File: config.mk
export PLATFORM = sky130hd
export DESIGN_NAME = muldiv_unit
export DESIGN_NICKNAME = d
export VERILOG_FILES = /design/src/rtl/muldiv_pkg.sv /design/src/rtl/muldiv_div_iter.sv /design/src/rtl/muldiv_unit.sv
export SDC_FILE = /design/constraint.sdc
export NUM_CORES = 2
export LEC_CHECK = 0
export ABC_AREA = 1
export BUFFER_PORTS_ARGS = -buffer_cell sky130_fd_sc_hd__clkbuf_2
export CAP_MARGIN = 0
export CORE_MARGIN = 1.5
export CORE_UTILIZATION = 60
export CTS_CLUSTER_DIAMETER = 50
export CTS_CLUSTER_SIZE = 20
export DETAILED_ROUTE_END_ITERATION = 6
export MAX_ROUTING_LAYER = met4
export PLACE_DENSITY = 0.82
export SKIP_LAST_GASP = 1
export SLEW_MARGIN = 10
export SYNTH_ARGS = -nofsm -noshare
export SYNTH_HDL_FRONTEND = slang
export SYNTH_SLANG_ARGS = --single-unit
File: constraint.sdc
create_clock -name clk -period 4.3 [get_ports clk]
set_clock_uncertainty 0.2 [all_clocks]
set_input_delay 0 -clock clk [delete_from_list [all_inputs] [get_ports clk]]
set_output_delay 0 -clock clk [all_outputs]
set_load 0.005 [all_outputs]
File: src/rtl/muldiv_pkg.sv
// Shared opcodes, decode helpers and divider state encodings for muldiv_unit.
package muldiv_pkg;

  localparam logic [3:0] OP_MUL   = 4'd0;
  localparam logic [3:0] OP_MULU  = 4'd1;
  localparam logic [3:0] OP_DIV   = 4'd2;
  localparam logic [3:0] OP_DIVU  = 4'd3;
  localparam logic [3:0] OP_MTHI  = 4'd4;
  localparam logic [3:0] OP_MTLO  = 4'd5;
  localparam logic [3:0] OP_MADD  = 4'd6;
  localparam logic [3:0] OP_MADDU = 4'd7;
  localparam logic [3:0] OP_MSUB  = 4'd8;
  localparam logic [3:0] OP_MSUBU = 4'd9;

  localparam logic [1:0] DIV_IDLE  = 2'd0;
  localparam logic [1:0] DIV_PREP  = 2'd1;
  localparam logic [1:0] DIV_ITER  = 2'd2;
  localparam logic [1:0] DIV_FIXUP = 2'd3;

  function automatic logic is_signed(input logic [3:0] op);
    return (op == OP_MUL) || (op == OP_DIV) || (op == OP_MADD) || (op == OP_MSUB);
  endfunction

  function automatic logic is_acc(input logic [3:0] op);
    return (op == OP_MADD) || (op == OP_MADDU) || (op == OP_MSUB) || (op == OP_MSUBU);
  endfunction

  function automatic logic is_sub(input logic [3:0] op);
    return (op == OP_MSUB) || (op == OP_MSUBU);
  endfunction

  function automatic logic is_mul(input logic [3:0] op);
    return (op == OP_MUL) || (op == OP_MULU);
  endfunction

  function automatic logic is_div(input logic [3:0] op);
    return (op == OP_DIV) || (op == OP_DIVU);
  endfunction

endpackage

File: src/rtl/muldiv_div_iter.sv
// Iterative radix-2 restoring divider, fixed latency XLEN+2 from start.
//   state | meaning
//   IDLE  | waiting for start, operands captured on start
//   PREP  | magnitudes and signs recorded
//   ITER  | one quotient bit per cycle, cnt XLEN-1 down to 0
//   FIXUP | signs applied, special cases resolved, complete high
module div_iter
  import muldiv_pkg::*;
#(
  parameter int XLEN = 32
) (
  input  logic            clk,
  input  logic            resetn,
  input  logic            start_i,
  input  logic            signed_i,
  input  logic [XLEN-1:0] a_i,
  input  logic [XLEN-1:0] b_i,
  input  logic            cancel_i,
  output logic            busy_o,
  output logic            complete_o,
  output logic [XLEN-1:0] q_o,
  output logic [XLEN-1:0] r_o
);
  localparam int CW = $clog2(XLEN);

  logic [1:0]      state_q, state_d;
  logic [CW-1:0]   cnt_q, cnt_d;
  logic [XLEN-1:0] a_q, a_d, b_q, b_d, quo_q, quo_d, rem_q, rem_d;
  logic            sgn_q, sgn_d, na_q, na_d, nb_q, nb_d, zero_q, zero_d;
  logic [XLEN:0]   shifted, diff;

  always_comb begin
    state_d = state_q;
    cnt_d   = cnt_q;
    a_d     = a_q;
    b_d     = b_q;
    quo_d   = quo_q;
    rem_d   = rem_q;
    sgn_d   = sgn_q;
    na_d    = na_q;
    nb_d    = nb_q;
    zero_d  = zero_q;
    shifted = {rem_q, quo_q[XLEN-1]};
    diff    = shifted - {1'b0, b_q};
    case (state_q)
      DIV_IDLE: begin
        if (start_i) begin
          state_d = DIV_PREP;
          a_d     = a_i;
          b_d     = b_i;
          sgn_d   = signed_i;
        end
      end
      DIV_PREP: begin
        na_d    = sgn_q & a_q[XLEN-1];
        nb_d    = sgn_q & b_q[XLEN-1];
        quo_d   = na_d ? -a_q : a_q;
        b_d     = nb_d ? -b_q : b_q;
        rem_d   = '0;
        zero_d  = (b_q == '0);
        cnt_d   = CW'(XLEN - 1);
        state_d = DIV_ITER;
      end
      DIV_ITER: begin
        rem_d = diff[XLEN] ? shifted[XLEN-1:0] : diff[XLEN-1:0];
        quo_d = {quo_q[XLEN-2:0], ~diff[XLEN]};
        cnt_d = cnt_q - CW'(1);
        if (cnt_q == '0) state_d = DIV_FIXUP;
      end
      default: state_d = DIV_IDLE;
    endcase
    if (cancel_i) state_d = DIV_IDLE;
  end

  always_ff @(posedge clk or negedge resetn) begin
    if (!resetn) begin
      state_q <= DIV_IDLE;
      cnt_q   <= '0;
      a_q     <= '0;
      b_q     <= '0;
      quo_q   <= '0;
      rem_q   <= '0;
      sgn_q   <= 1'b0;
      na_q    <= 1'b0;
      nb_q    <= 1'b0;
      zero_q  <= 1'b0;
    end else begin
      state_q <= state_d;
      cnt_q   <= cnt_d;
      a_q     <= a_d;
      b_q     <= b_d;
      quo_q   <= quo_d;
      rem_q   <= rem_d;
      sgn_q   <= sgn_d;
      na_q    <= na_d;
      nb_q    <= nb_d;
      zero_q  <= zero_d;
    end
  end

  // MIN/-1 falls out naturally: magnitude 2^(XLEN-1) negated wraps to MIN.
  assign busy_o     = (state_q != DIV_IDLE);
  assign complete_o = (state_q == DIV_FIXUP);
  assign q_o        = zero_q ? '1  : ((na_q ^ nb_q) ? -quo_q : quo_q);
  assign r_o        = zero_q ? a_q : (na_q ? -rem_q : rem_q);

endmodule

File: src/rtl/muldiv_unit.sv
// Multiply/divide unit with HI/LO: pipelined multiplier, iterative divider.
// Define MULDIV_MADD_EN to enable the MADD/MADDU/MSUB/MSUBU accumulate path.
module muldiv_unit
  import muldiv_pkg::*;
#(
  parameter int XLEN       = 32,
  parameter int MUL_STAGES = 3
) (
  input  logic            clk,
  input  logic            resetn,
  input  logic            req_valid,
  output logic            req_ready,
  input  logic [3:0]      req_op,
  input  logic [XLEN-1:0] src_a,
  input  logic [XLEN-1:0] src_b,
  input  logic            cancel,
  output logic            busy,
  output logic            done,
  output logic [XLEN-1:0] hi,
  output logic [XLEN-1:0] lo
);
  localparam int PW = 2 * XLEN;

  logic                  accept, kill, mul_start, div_start, mul_last, mul_wr, div_wr, acc_busy;
  logic [MUL_STAGES-1:0] mvld_q, mvld_d;
  logic [PW-1:0]         prod_q [MUL_STAGES];
  logic [PW-1:0]         ext_a, ext_b, prod_in;
  logic [XLEN-1:0]       hi_q, hi_d, lo_q, lo_d;
  logic                  done_q, done_d;
  logic                  div_busy, div_complete;
  logic [XLEN-1:0]       div_quo, div_rem;

  assign busy      = (|mvld_q) | acc_busy | div_busy;
  assign req_ready = ~busy;
  assign accept    = req_valid & req_ready;
  assign kill      = cancel & busy;
  assign div_start = accept & is_div(req_op);
`ifdef MULDIV_MADD_EN
  assign mul_start = accept & (is_mul(req_op) | is_acc(req_op));
`else
  assign mul_start = accept & is_mul(req_op);
`endif

  // Sign-extended operands make the low 2*XLEN bits correct for both signednesses.
  assign ext_a    = is_signed(req_op) ? {{XLEN{src_a[XLEN-1]}}, src_a} : {{XLEN{1'b0}}, src_a};
  assign ext_b    = is_signed(req_op) ? {{XLEN{src_b[XLEN-1]}}, src_b} : {{XLEN{1'b0}}, src_b};
  assign prod_in  = ext_a * ext_b;
  assign mvld_d   = kill ? '0 : ((mvld_q << 1) | MUL_STAGES'(mul_start));
  assign mul_last = mvld_q[MUL_STAGES-1] & ~kill;

  always_ff @(posedge clk) begin
    prod_q[0] <= prod_in;
    for (int i = 1; i < MUL_STAGES; i++) prod_q[i] <= prod_q[i-1];
  end

`ifdef MULDIV_MADD_EN
  logic [MUL_STAGES-1:0] acc_tag_q, sub_tag_q;
  logic                  accv_q, accsub_q, acc_wr;
  logic [PW-1:0]         accp_q, acc_sum;

  assign mul_wr   = mul_last & ~acc_tag_q[MUL_STAGES-1];
  assign acc_wr   = accv_q & ~kill;
  assign acc_busy = accv_q;
  assign acc_sum  = accsub_q ? ({hi_q, lo_q} - accp_q) : ({hi_q, lo_q} + accp_q);

  always_ff @(posedge clk or negedge resetn) begin
    if (!resetn) accv_q <= 1'b0;
    else         accv_q <= mul_last & acc_tag_q[MUL_STAGES-1];
  end

  // Tags shift every cycle in lockstep with the valid chain.
  always_ff @(posedge clk) begin
    acc_tag_q <= (acc_tag_q << 1) | MUL_STAGES'(is_acc(req_op));
    sub_tag_q <= (sub_tag_q << 1) | MUL_STAGES'(is_sub(req_op));
    accp_q    <= prod_q[MUL_STAGES-1];
    accsub_q  <= sub_tag_q[MUL_STAGES-1];
  end
`else
  assign mul_wr   = mul_last;
  assign acc_busy = 1'b0;
`endif

  div_iter #(.XLEN(XLEN)) u_div (
    .clk        (clk),
    .resetn     (resetn),
    .start_i    (div_start),
    .signed_i   (is_signed(req_op)),
    .a_i        (src_a),
    .b_i        (src_b),
    .cancel_i   (kill),
    .busy_o     (div_busy),
    .complete_o (div_complete),
    .q_o        (div_quo),
    .r_o        (div_rem)
  );

  assign div_wr = div_complete & ~kill;

  always_comb begin
    hi_d   = hi_q;
    lo_d   = lo_q;
    done_d = 1'b0;
    if (accept && req_op == OP_MTHI) hi_d = src_a;
    if (accept && req_op == OP_MTLO) lo_d = src_a;
    if (mul_wr) begin
      {hi_d, lo_d} = prod_q[MUL_STAGES-1];
      done_d       = 1'b1;
    end
`ifdef MULDIV_MADD_EN
    if (acc_wr) begin
      {hi_d, lo_d} = acc_sum;
      done_d       = 1'b1;
    end
`endif
    if (div_wr) begin
      hi_d   = div_rem;
      lo_d   = div_quo;
      done_d = 1'b1;
    end
  end

  always_ff @(posedge clk or negedge resetn) begin
    if (!resetn) begin
      mvld_q <= '0;
      hi_q   <= '0;
      lo_q   <= '0;
      done_q <= 1'b0;
    end else begin
      mvld_q <= mvld_d;
      hi_q   <= hi_d;
      lo_q   <= lo_d;
      done_q <= done_d;
    end
  end

  assign hi   = hi_q;
  assign lo   = lo_q;
  assign done = done_q;

endmodule

# == After elaboration in Yosys (flattened, before gate mapping) ==
# Memories as Yosys holds them, arrays and structs flattened.
# Index checks and enable logic that the tools add are counted.
# totals
reg_bits,207
latch_bits,0
ram_bits,192
out_inout_bits,67
memories,1
romBits,0
input_bits,72
elab_cells,97
# classes
bitwise_logic,14
n_mux,27
n_mul,1
n_div,0
n_shift,0
add_sub_neg,6
n_reduce_logical,20
eq_ne,14
order_cmp,0
# memory_table
name,depth,word_bits,read_ports,rd_clocked_by_memory_dff,wr,line,rtl
prod_q,3,64,3,0,3,muldiv_unit.sv:26,logic [PW-1:0] prod_q [MUL_STAGES];
# ops
op,n
32-bit two-way mux,14
32-bit case mux with 2 select lines,3
64-bit two-way mux,2
32-bit negator,4
64-bit by 64-bit multiplier with 64-bit output,1
33-bit by 32-bit subtractor with 33-bit output,1
32-bit zero test,1
"4-bit by 3-bit == test with 1-bit output, second input constant",3
5-bit case mux with 2 select lines,1
1-bit bitwise AND,8
"4-bit by 2-bit == test with 1-bit output, second input constant",2
2-bit two-way mux,3
2-bit case mux with 3 select lines,1
2-bit nonzero test,3
3-bit nonzero test,2
5-bit zero test,1
1-bit logical OR,5
"5-bit by 1-bit subtractor with 5-bit output, second input constant",1
"2-bit == test, second input constant",2
"4-bit by 1-bit == test with 1-bit output, second input constant",1
"4-bit == test, second input constant",1
4-bit zero test,1
2-bit AND reduction,2
3-bit two-way mux,1
14 further kinds,18

# == Logic depth before layout (Yosys ltp) ==
# logic_depth
ltp_word,8
mapped_depth,42
mapped_depth_nobuf,40

# == Hierarchy ==
# A second synthesis with hierarchy kept.
# hier_totals
cells_unflattened,8687
area_unflattened_um2,69431.6
# modules_own_cells
module,instances,cells_each,area_per_inst_um2
muldiv_unit,1,6636,56882.1
div_iter,1,2051,12549.5

# == Worst setup path before layout ==
# OpenSTA, ideal clock, no wires.
# synth_path
path_kind,input-to-reg
startpoint,input port req_op[1]
endpoint,memory prod_q[0][62] in the netlist's numbering
setup_time_ps,112
arrival_ps,8418
path_slack_ps,-4430
t_required_ps,3988
cell_stages,35
path_cell_list,inv_1 nand2_1 nand3_1 buf_2 clkbuf_1 clkbuf_1 nor2_1 fa_1 inv_1 fa_1 inv_1 fa_1 fa_1 inv_1 fa_1 inv_1 fa_1 inv_1 fa_1 fa_1 inv_1 fa_1 inv_1 fa_1 inv_1 ha_1 inv_1 nor3_1 inv_1 nor2_1 inv_1 nor2_1 nand3_1 nand3_1 nand2_1
# synth_lines
item,line,rtl
from (decl),muldiv_unit.sv:13,"input logic [3:0] req_op,"
to (decl),muldiv_unit.sv:26,

==> impl_metrics.toml <==
[logic_synthesis]
ys_warn_count = 0
synth_seq_cells = 399
synth_edf_count = 0
async_reset_ff_share_pct = 51.9
syn-num-nets = 10237
synth_top_area_share_pct = 41.6
synthesis.instances = 8393
synth_flop_cell = "dfrtp_1"
synth_cell_types = 64
netlist_area_um2 = 68200
yosysSeqAreaShare_pct = 13.2
synthTopCellsByArea = "fa_1 42%, inv_1 13%, nand2_1 11%, dfrtp_1 7.6%, ha_1 6.5%"
synth_top_cell_by_area = "fa_1"
syn_avg_cell_area_um2 = 8.13

[route]
wl_um = 261000
wl_met2_um = 120000
first_pass_iters = 6
highest_layer = "met4"
postRouteAntennaNets = 0
drc = 0
num_vias = 60726
initialDrtViolationCount = 5959
m1WireLength_um = 88700
viasPerCell = 5.59
wl_met3_um = 26200
avgRoutedWirePerCell_um = 24.0

[placed_design]
dp_hpwl_um = 216000
gp_congestion = 1.11
io_buffer_count = 138
place_ws_ns = -4.40

[cells_and_area]
fillers = 8091
regArea_um2 = 9020
drive_gt1_share_pct = 21.1
mostFrequentLayoutCell = "inv_1"
mostFrequentLayoutCells = "2143 x inv_1, 1888 x nand2_1, 1315 x fa_1"
multi_input_area_um2 = 52300
area_growth_pct = 23.0
nets = 11167

[timing]
fmax_mhz = 128
maxSlewViolCount = 0
rsz0062_at_grt = "yes"
min_period_ns = 7.82
hold_violations = 2
holdWs_ns = -0.00725
finalCritPeriodShare_pct = 182
max_slew_margin_pct = 37.8
fin_setup_tns_ns = -156.79
worst_slew_pin_slew_ns = 0.932
finalSetupViolations = 57
fin_ws_ns = -3.52

[floorplan]
core_region_area_um2 = 113000
design.portCount = 139
die_h_um = 340
rows = 123
dieWidth_um = 340
fp.dieArea_um2 = 116000
start_util_pct = 60.6

[clock_tree]
cts_buffers = 31
htreeDepth = 1
cts-root-buf = "clkbuf_16"
clk_latency_ns = 0.64
cts_tree = "done"
clk_path_buf_depth = 3
cts.sinks = 399
path_clk_slew_ns = 0.08

[grt]
overflow = 0
grt_max_degree = 96
grt_pass1_vias = 64044
grt.total_usage_pct = 46.0
grt_first_pass_wirelength_um = 382000
grt_antenna_before_repair = 20

[hold_path]
min_from = "src_b[8]"
hold_path_class = "input port to flip-flop"
hold_end = "u_div.b_q[8]$_DFFE_PN0P_"
whs_path_depth = 5

[critical_path]
rr_endpoint = "lo[0]$_DFFE_PN0P_"
worstSetupEndpointType = "flip-flop"
rrSetupSlack_ns = 0.57
cpMostUsedCell = "fa_1"
rr_startpoint = "u_div.state_q[0]$_DFFE_PN0P_"
worst_setup_path_start_kind = "input port"
reg2regPathDepth = 12
worstPathArrival_ns = 8.17
critPathKind = "input port to flip-flop"
cp_max_fo = 4
max_stage_delay_ns = 0.58
critPathSlowestCell = "fa_1"
crit_required_ns = 4.64

[run]
drv_cap = 0

[status]
violations = "negative hold slack, negative setup slack"
outcome = "complete, but fails checks"
[cell usage after synthesis (19+ instances only)]
library cell	n
nor2_1	402
o21ai_0	165
buf_1	19
buf_2	33
ha_1	353
a21oi_1	229
nand3_1	234
nor4_1	22
nand2_1	2002
inv_1	2276
nand2_2	27
dfrtp_1	207
o21ai_1	21
fa_1	1419
nor3_1	29
xnor2_1	35
o221ai_1	27
nand4_1	40
xor2_1	117
a31oi_1	40
dfxtp_1	192
o211ai_1	30
clkbuf_1	288
o21bai_1	30
[metrics by stage]
step / hold WS [ns] / area (µm²) / instances / utilization, %
after CTS: 0.00967 / 81100 / 10762 / 72.0
final: -0.00725 / 83900 / 10867 / 74.5
after global routing: 0.00395 / 83900 / 10859 / 74.5
after floorplan: -0.496 / 71500 / 8393 / -
after detailed placement: -0.0558 / 78600 / 10620 / 69.8
after global placement: -0.0583 / 78600 / 10620 / 69.8
[worst max-delay path, delay by kind of cell]
family / cells / cell delay, ns
AOI/OAI and AO/OA: 1 / 0.08
xor gates and xnor gates: 1 / 0.21
adders and majority gates: 11 / 5.33
buffers and inverters: 14 / 1.32
and+or+nand+nor: 9 / 1.15
[registers in the layout, summed over array words and instances, names as in the netlist]
signal         cells
prod_q           192
u_div.sgn_q        1
u_div.nb_q         1
u_div.quo_q       32
lo                32
mvld_q             3
hi                32
u_div.zero_q       1
u_div.a_q         32
u_div.state_q      2
u_div.rem_q       32
done               1
u_div.b_q         32
u_div.na_q         1
u_div.cnt_q        5
[kinds of logic after synthesis]
| kind of cell | synth area share [%] |
|---|---|
| buf+inv | 14.7 |
| simple gates | 17.0 |
| fa+ha+maj | 48.1 |
| mux | 0.0165 |
| flops | 13.2 |
| xor+xnor | 1.95 |
| compound gates | 5.04 |
[worst max-delay path by stage]
stage	end	cells past startpoint	startpoint	slack, ns
after global placement	prod_q[0][49]$_DFF_P_	32	req_op[1]	-4.31
after detailed placement	prod_q[0][51]$_DFF_P_	34	req_op[1]	-4.40
after global routing	prod_q[0][51]$_DFF_P_	36	req_op[1]	-3.69
final	prod_q[0][51]$_DFF_P_	36	req_op[1]	-3.52
after CTS	prod_q[0][59]$_DFF_P_	37	req_op[1]	-3.33
after floorplan	prod_q[0][62]$_DFF_P_	35	req_op[1]	-3.62
[final cells by class]
class                   count  area share, %
multi-input cells        5352           62.4
repair buffers           1244           13.1
flip-flops and latches    399           10.8
inverters                2295           10.3
well taps                1500           2.24
clock buffers              39          0.972
clock inverters            17          0.255
diodes                     21         0.0626
[layer usage]
metal | GRT usage (%) | vias up
li1 | - | 26142
met1 | 52.7 | 29778
met2 | 72.8 | 3584
met3 | 8.39 | 1222
met4 | 33.4 | 0
met5 | - | -
[repair_timing]
| action | 4_1_cts | 5_1_grt |
|---|---|---|
| hold buffers | 67 | 4 |
| pin swaps | 56 | 250 |
| cloned | 0 | 4 |
| endpoints found under the hold margin | 213 | 4 |
| gates resized for setup | 146 | 582 |
| setup endpoints to repair | 57 | 58 |
| setup buffers | 19 | 84 |
Power is not shown: default switching activity piles up to over one toggle a cycle in this logic, so the estimate is an artifact.
